[config.mk]
export PLATFORM = sky130hd
export DESIGN_NAME = write_back_pipe
export DESIGN_NICKNAME = d
export VERILOG_FILES = /design/src/rtl/write_back_pipe.sv
export SDC_FILE = /design/constraint.sdc
export NUM_CORES = 1
export LEC_CHECK = 0
export CAP_MARGIN = 40
export CORE_AREA = 4 4 105 107
export CTS_BUF_LIST = sky130_fd_sc_hd__clkbuf_16
export DETAILED_ROUTE_END_ITERATION = 8
export DIE_AREA = 0 0 109 111
export GPL_ROUTABILITY_DRIVEN = 0
export PLACE_DENSITY = 0.88
export SYNTH_ARGS = -nofsm -noshare
export SYNTH_HDL_FRONTEND = slang
export SYNTH_SLANG_ARGS = --single-unit
[constraint.sdc]
create_clock -name i_clk -period 1.43 [get_ports i_clk]
set_input_delay 0.2145 -clock i_clk [delete_from_list [all_inputs] [get_ports i_clk]]
set_output_delay 0.2145 -clock i_clk [all_outputs]
set_load 0.005 [all_outputs]
[src/rtl/write_back_pipe.sv]
// ---------------------------------------------------------------------------
// write_back_pipe
//
// Registered MEM/WB write-back stage. Latches the MEM-stage results, picks
// the register-file write source (ALU result, memory data or PC+4 link
// address) and drives the register-file write port. These outputs also feed
// the forwarding unit. The stage provides stall/flush control, $zero write
// suppression and a retired-instruction counter.
//
// Optional feature: define WB_LOAD_EXT_EN to route the memory source through
// a sub-word load extender (byte/half lane select plus sign/zero extension).
// When the macro is undefined, memory data passes through unchanged and
// i_load_size / i_load_unsigned / i_addr_lsb are ignored.
//
// Parameters:
//   NB_DATA  datapath width (multiple of 16, at least 32 for sub-word lanes)
//   NB_ADDR  register index width
//   NB_CNT   retired-instruction counter width
//
// Ports:
//   i_clk, i_rst_n    clock (rising edge), asynchronous active-low reset
//   i_valid           MEM stage holds a real instruction
//   i_stall, i_flush  hold all state / insert bubble (flush wins)
//   i_mem_data        raw word read from data memory
//   i_ALUresult       ALU result
//   i_pc_plus4        link address for JAL/JALR
//   i_reg2write       destination register index
//   i_wb_sel          00 ALU, 01 MEM, 10 PC+4, 11 reserved
//   i_regWrite        instruction writes a register
//   i_load_size       00 byte, 01 half, 1x word
//   i_load_unsigned   1 zero-extend, 0 sign-extend
//   i_addr_lsb        byte address bits [1:0] for lane select
//   o_write_data      data to register file
//   o_reg2write       destination register index
//   o_regWrite        register-file write enable
//   o_valid           WB stage holds a real instruction
//   o_retired_cnt     count of retired instructions (wraps silently)
// ---------------------------------------------------------------------------
module write_back_pipe #(
    parameter int NB_DATA = 32,
    parameter int NB_ADDR = 5,
    parameter int NB_CNT  = 32
) (
    input  logic               i_clk,
    input  logic               i_rst_n,
    input  logic               i_valid,
    input  logic               i_stall,
    input  logic               i_flush,
    input  logic [NB_DATA-1:0] i_mem_data,
    input  logic [NB_DATA-1:0] i_ALUresult,
    input  logic [NB_DATA-1:0] i_pc_plus4,
    input  logic [NB_ADDR-1:0] i_reg2write,
    input  logic [1:0]         i_wb_sel,
    input  logic               i_regWrite,
    input  logic [1:0]         i_load_size,
    input  logic               i_load_unsigned,
    input  logic [1:0]         i_addr_lsb,
    output logic [NB_DATA-1:0] o_write_data,
    output logic [NB_ADDR-1:0] o_reg2write,
    output logic               o_regWrite,
    output logic               o_valid,
    output logic [NB_CNT-1:0]  o_retired_cnt
);

    typedef enum logic [1:0] {
        WB_ALU  = 2'b00,
        WB_MEM  = 2'b01,
        WB_LINK = 2'b10,
        WB_RSVD = 2'b11
    } wb_sel_e;

    localparam logic [NB_CNT-1:0] CNT_ONE = {{(NB_CNT-1){1'b0}}, 1'b1};

    logic [NB_DATA-1:0] mem_src;
    logic [NB_DATA-1:0] sel_data;

    logic               valid_q,    valid_d;
    logic               regwrite_q, regwrite_d;
    logic [NB_DATA-1:0] data_q,     data_d;
    logic [NB_ADDR-1:0] reg_q,      reg_d;
    logic [NB_CNT-1:0]  cnt_q,      cnt_d;

`ifdef WB_LOAD_EXT_EN
    logic [7:0]  byte_lane;
    logic [15:0] half_lane;

    // Lane select: byte uses both address bits, half uses only bit 1.
    always_comb begin
        // NOTE: every variable written in a combinational block gets a default
        // first, so no path leaves it unassigned and no latch is inferred.
        byte_lane = i_mem_data[7:0];
        case (i_addr_lsb)
            2'd0: byte_lane = i_mem_data[7:0];
            2'd1: byte_lane = i_mem_data[15:8];
            2'd2: byte_lane = i_mem_data[23:16];
            2'd3: byte_lane = i_mem_data[31:24];
            default: byte_lane = i_mem_data[7:0];
        endcase
        half_lane = i_addr_lsb[1] ? i_mem_data[31:16] : i_mem_data[15:0];

        mem_src = i_mem_data;
        if (i_load_size == 2'b00) begin
            mem_src = {{(NB_DATA-8){~i_load_unsigned & byte_lane[7]}}, byte_lane};
        end else if (i_load_size == 2'b01) begin
            mem_src = {{(NB_DATA-16){~i_load_unsigned & half_lane[15]}}, half_lane};
        end
    end
`else
    // Sub-word controls have no effect in this build; the ports stay for a
    // uniform interface.
    assign mem_src = i_mem_data;

    logic unused_load_ctrl;
    assign unused_load_ctrl = &{1'b0, i_load_size, i_load_unsigned, i_addr_lsb};
`endif

    // Write-source mux; the reserved encoding writes zero.
    always_comb begin
        sel_data = '0;
        case (wb_sel_e'(i_wb_sel))
            WB_ALU:  sel_data = i_ALUresult;
            WB_MEM:  sel_data = mem_src;
            WB_LINK: sel_data = i_pc_plus4;
            WB_RSVD: sel_data = '0;
            default: sel_data = '0;
        endcase
    end

    // Next state: flush > stall > capture.
    always_comb begin
        valid_d    = valid_q;
        regwrite_d = regwrite_q;
        data_d     = data_q;
        reg_d      = reg_q;
        cnt_d      = cnt_q;

        if (i_flush) begin
            valid_d    = 1'b0;
            regwrite_d = 1'b0;
            data_d     = '0;
            reg_d      = '0;
        end else if (!i_stall) begin
            valid_d    = i_valid;
            reg_d      = i_reg2write;
            data_d     = sel_data;
            // Writes to $zero and the reserved source never reach the file.
            regwrite_d = i_valid && i_regWrite && (i_reg2write != '0)
                         && (i_wb_sel != WB_RSVD);
            if (i_valid) begin
                cnt_d = cnt_q + CNT_ONE;
            end
        end
    end

    always_ff @(posedge i_clk or negedge i_rst_n) begin
        if (!i_rst_n) begin
            valid_q    <= 1'b0;
            regwrite_q <= 1'b0;
            data_q     <= '0;
            reg_q      <= '0;
            cnt_q      <= '0;
        end else begin
            // NOTE: sequential state uses non-blocking assignments so every
            // register samples the pre-edge values, independent of order.
            valid_q    <= valid_d;
            regwrite_q <= regwrite_d;
            data_q     <= data_d;
            reg_q      <= reg_d;
            cnt_q      <= cnt_d;
        end
    end

    assign o_valid       = valid_q;
    assign o_regWrite    = regwrite_q;
    assign o_write_data  = data_q;
    assign o_reg2write   = reg_q;
    assign o_retired_cnt = cnt_q;

endmodule

==> results.md, run 1 <==
* Min Tclk post-route at 1650 ps
* Yosys top cell area share at 0.482
* Max frequency at 607 MHz
* Setup CP Type: flop to flop
* Total Routing Usage GR at 0.206
* TritonCTS clock tree: yes
* Layout cells sized above 1 at 0.192
* Synth cell count leaders: 71 x dfrtp_1, 44 x nor2_1, 37 x mux2i_1, 37 x nor3_1, 35 x nor2b_1
* Commonest register cell after synthesis: dfrtp_1
* Clk slew on worst S/H paths at 60 ps
* R2R Setup Slk at -220 ps
* CP max FO at 5
* Synth Cell Area at 3680 µm²
* Crit path depth at 6
* Crit path cell chain: ha_2 -> nand3_4 -> nor4_4 -> buf_6 -> nand4_1 -> xnor2_1
* Transition time of the tightest slew-check pin at 499 ps
* Final cycle utilization of the critical path at 1.15
* Max clock buf depth at 2
* Design Area, Final at 6670 µm²
* CTS sink count at 71
* Finish-stage setup viols at 28
* Worst Path Required at 1670 ps
* Post-synth ARST share at 1.00
* Post-synth cell types at 25
* DRT iter0 DRCs at 116
* Yosys warnings at 0
* #FFs+latches synth at 71
* Worst slack at placement at -718 ps
* Cell taking the most area after synthesis: dfrtp_1
* Synth area leaders: dfrtp_1 48%, mux2i_1 10%, a211oi_1 6.5%
* Via density at 5.07
* Leakage at 3.64 nW
* Seq/Total Area, Yosys at 0.482
* RSZ-0062 raised after global routing: true
* Area delta synth->final at 81.0%
* Maximum vdd drop at 658 µV
* Reg-to-reg startpoint: o_retired_cnt[1]$_DFFE_PN0P_
* Slew margin rel. at 0.667
* Most common cell in the synthesized netlist: dfrtp_1
* H-tree Lvls at 3
* Post-DRT Antenna Nets at 0
* Via count at 3805
* CP Capture Type: flop
* Setup Skew at 8.18 ps
* Final HPWL DP at 8830 µm
* IO buf count at 179
* N_diodes at 0
* Gate Count Post-Synth at 370
* WP buf/inv at 1
* I/O pin count at 185
* Total iterations of the first detailed-routing run at 4
* Net count reported at finish at 724
* Syn Area/Cell at 9.96 µm²
* Root buf cell: clkbuf_16
* Final-layout fill cell count at 747
* Clock Latency Late Sink at 330 ps
* Core Region at 10100 µm²
* PwrDens at 928 nW/µm²
* Cts bufs inserted at 9
* Final WL at 12500 µm
* Chip Width at 109 µm
* Critical path endpoint: o_retired_cnt[22]$_DFFE_PN0P_
* Area of the die at 12100 µm²
* Starting density of the core at 0.363
* Min-Delay Path Class: input port to asynchronous set/reset pin
* GRT overflow at 0
* WHS at 326 ps
* Slowest CP cell: dfrtp_1
* Row cnt at 37
* Finished Core Util at 0.658
* Die Span Y at 111 µm
* Hold Fails Final Rpt at 0
* Critical Path Max Stage Delay at 410 ps
* Setup ws final at -217 ps
* Synthesized Nets at 485
* Worst path arrival time at 1890 ps
* Mean routed wirelength per cell at 16.6 µm
* Critical Path Source: o_retired_cnt[1]$_DFFE_PN0P_
* First-pass GRT wire length at 19800 µm
* Launching element type of the critical path: flop
* Top delay family on crit path: simple AND/OR/NAND/NOR gates
* Largest net degree at the start of global routing at 41
* EDFF count, synth at 0
* Worst r2r path cells at 6
* Drc violations at 0
* Total power at 6.19 mW
* Status: complete, but fails checks
* Placement-stage cell area at 5880 µm²
* Number of global-route vias before repair at 4073
* Max-slew violations at 0
* MaxCap Viol Count at 0
* Initial antenna violation count at 1
* Failing checks: negative setup slack
* R2r endpoint: o_retired_cnt[22]$_DFFE_PN0P_
## sequential cells by signal, indices dropped and copies added (netlist names)
register	cells
o_retired_cnt	32
o_write_data	32
o_reg2write	5
o_regWrite	1
o_valid	1
## per-layer routing
layer,vias up,part of all wire,wire length (µm),global-route usage
met5,-,0.00056,7,0
met4,2,0.022,274,0.0783
met3,24,0.076,946,0.0606
met2,171,0.52,6450,0.345
met1,1827,0.38,4800,0.244
li1,1781,-,-,-
## stage by stage
step	std cells	setup TNS, ps
after detailed placement	700	-23050
after CTS	740	-2360
after global routing	750	-5650
after floorplan	370	-3810
after global placement	700	-20780
final	750	-4010
## layout make-up
| class | instances | area [µm²] | share of cell area |
|---|---|---|---|
| Tap cell | 136 | 170 | 0.0255 |
| Inverter | 2 | 7.51 | 0.00113 |
| Timing Repair Buffer | 253 | 2460 | 0.369 |
| Clock inverter | 7 | 103 | 0.0154 |
| Clock buffer | 9 | 225 | 0.0338 |
| Sequential cell | 71 | 1780 | 0.266 |
| Multi-Input combinational cell | 272 | 1930 | 0.289 |
## cell families after synthesis
family                   after synthesis  share of synthesized area
AND/OR/NAND/NOR                      169                      0.239
flip-flops                            71                      0.482
multiplexers                          37                      0.101
AO/OA/AOI/OAI                         34                     0.0679
XOR/XNOR                              31                     0.0737
buffers and inverters                 27                     0.0326
adder cells (fa/ha/maj)                1                    0.00340
## worst min path at each step
stage	cells after the start	slack, ps	startpoint	endpoint
after CTS	2	310	i_rst_n	o_write_data[9]$_DFFE_PN0P_
after detailed placement	1	90	i_rst_n	o_write_data[12]$_DFFE_PN0P_
after global routing	2	340	i_rst_n	o_write_data[12]$_DFFE_PN0P_
final	2	330	i_rst_n	o_write_data[7]$_DFFE_PN0P_
after global placement	1	90	i_rst_n	o_write_data[9]$_DFFE_PN0P_
after floorplan	0	-80	i_rst_n	o_reg2write[0]$_DFFE_PN0P_
## power by group
| part | switching (mW) | leakage (nW) | internal (mW) |
|---|---|---|---|
| Sequential | 0.111 | 0.946 | 2.15 |
| Clock | 0.901 | 0.157 | 1.55 |
| Combinational | 0.565 | 2.54 | 0.914 |
| Total | 1.58 | 3.64 | 4.61 |
## what timing repair did
item | CTS | global route
endpoints found under the setup margin | 69 | 65
endpoints found under the hold margin | 15 | 0
gates cloned | 2 | 0
hold buffers | 1 | 0
resized for setup | 61 | 45
buffers inserted | 21 | 11
pin swaps | 21 | 19
## cells in the final DEF, fill, tap and decap left out, drive strengths merged
| master | synthesis | final |
|---|---|---|
| xnor2 | 25 | 25 |
| clkinvlp | 0 | 1 |
| or3b | 1 | 1 |
| a21oi | 2 | 2 |
| dlymetal6s2s | 0 | 37 |
| nor2 | 44 | 44 |
| nand4 | 12 | 12 |
| inv | 2 | 6 |
| dlygate4sd2 | 0 | 32 |
| and4 | 1 | 1 |
| nor2b | 35 | 35 |
| buf | 7 | 76 |
| a211oi | 32 | 32 |
| nor4 | 4 | 4 |
| or2 | 2 | 2 |
| nand2 | 14 | 14 |
| clkbuf | 18 | 9 |
| nand3 | 15 | 15 |
| ha | 1 | 1 |
| clkdlybuf4s50 | 0 | 105 |
| nor3 | 37 | 37 |
| clkdlybuf4s15 | 0 | 2 |
| xor2 | 6 | 6 |
| dlygate4sd3 | 0 | 1 |
| and2 | 1 | 1 |
| dfrtp | 71 | 71 |
| bufinv | 0 | 2 |
| and3 | 3 | 3 |
| mux2i | 37 | 37 |
Note: power is estimated with default switching activity, not from simulation.
==> run 2, diff against run 1 <==
--- a/config.mk
+++ b/config.mk
@@ -5,7 +5,8 @@
 export SDC_FILE = /design/constraint.sdc
 export NUM_CORES = 1
 export LEC_CHECK = 0
-export CAP_MARGIN = 40
+export ABC_CLOCK_PERIOD_IN_PS = 1430
+export CAP_MARGIN = 0
 export CORE_AREA = 4 4 105 107
 export CTS_BUF_LIST = sky130_fd_sc_hd__clkbuf_16
 export DETAILED_ROUTE_END_ITERATION = 8
==> results of run 2 <==
Same layout as run 1: the final DEF is identical, and so are final timing and power.
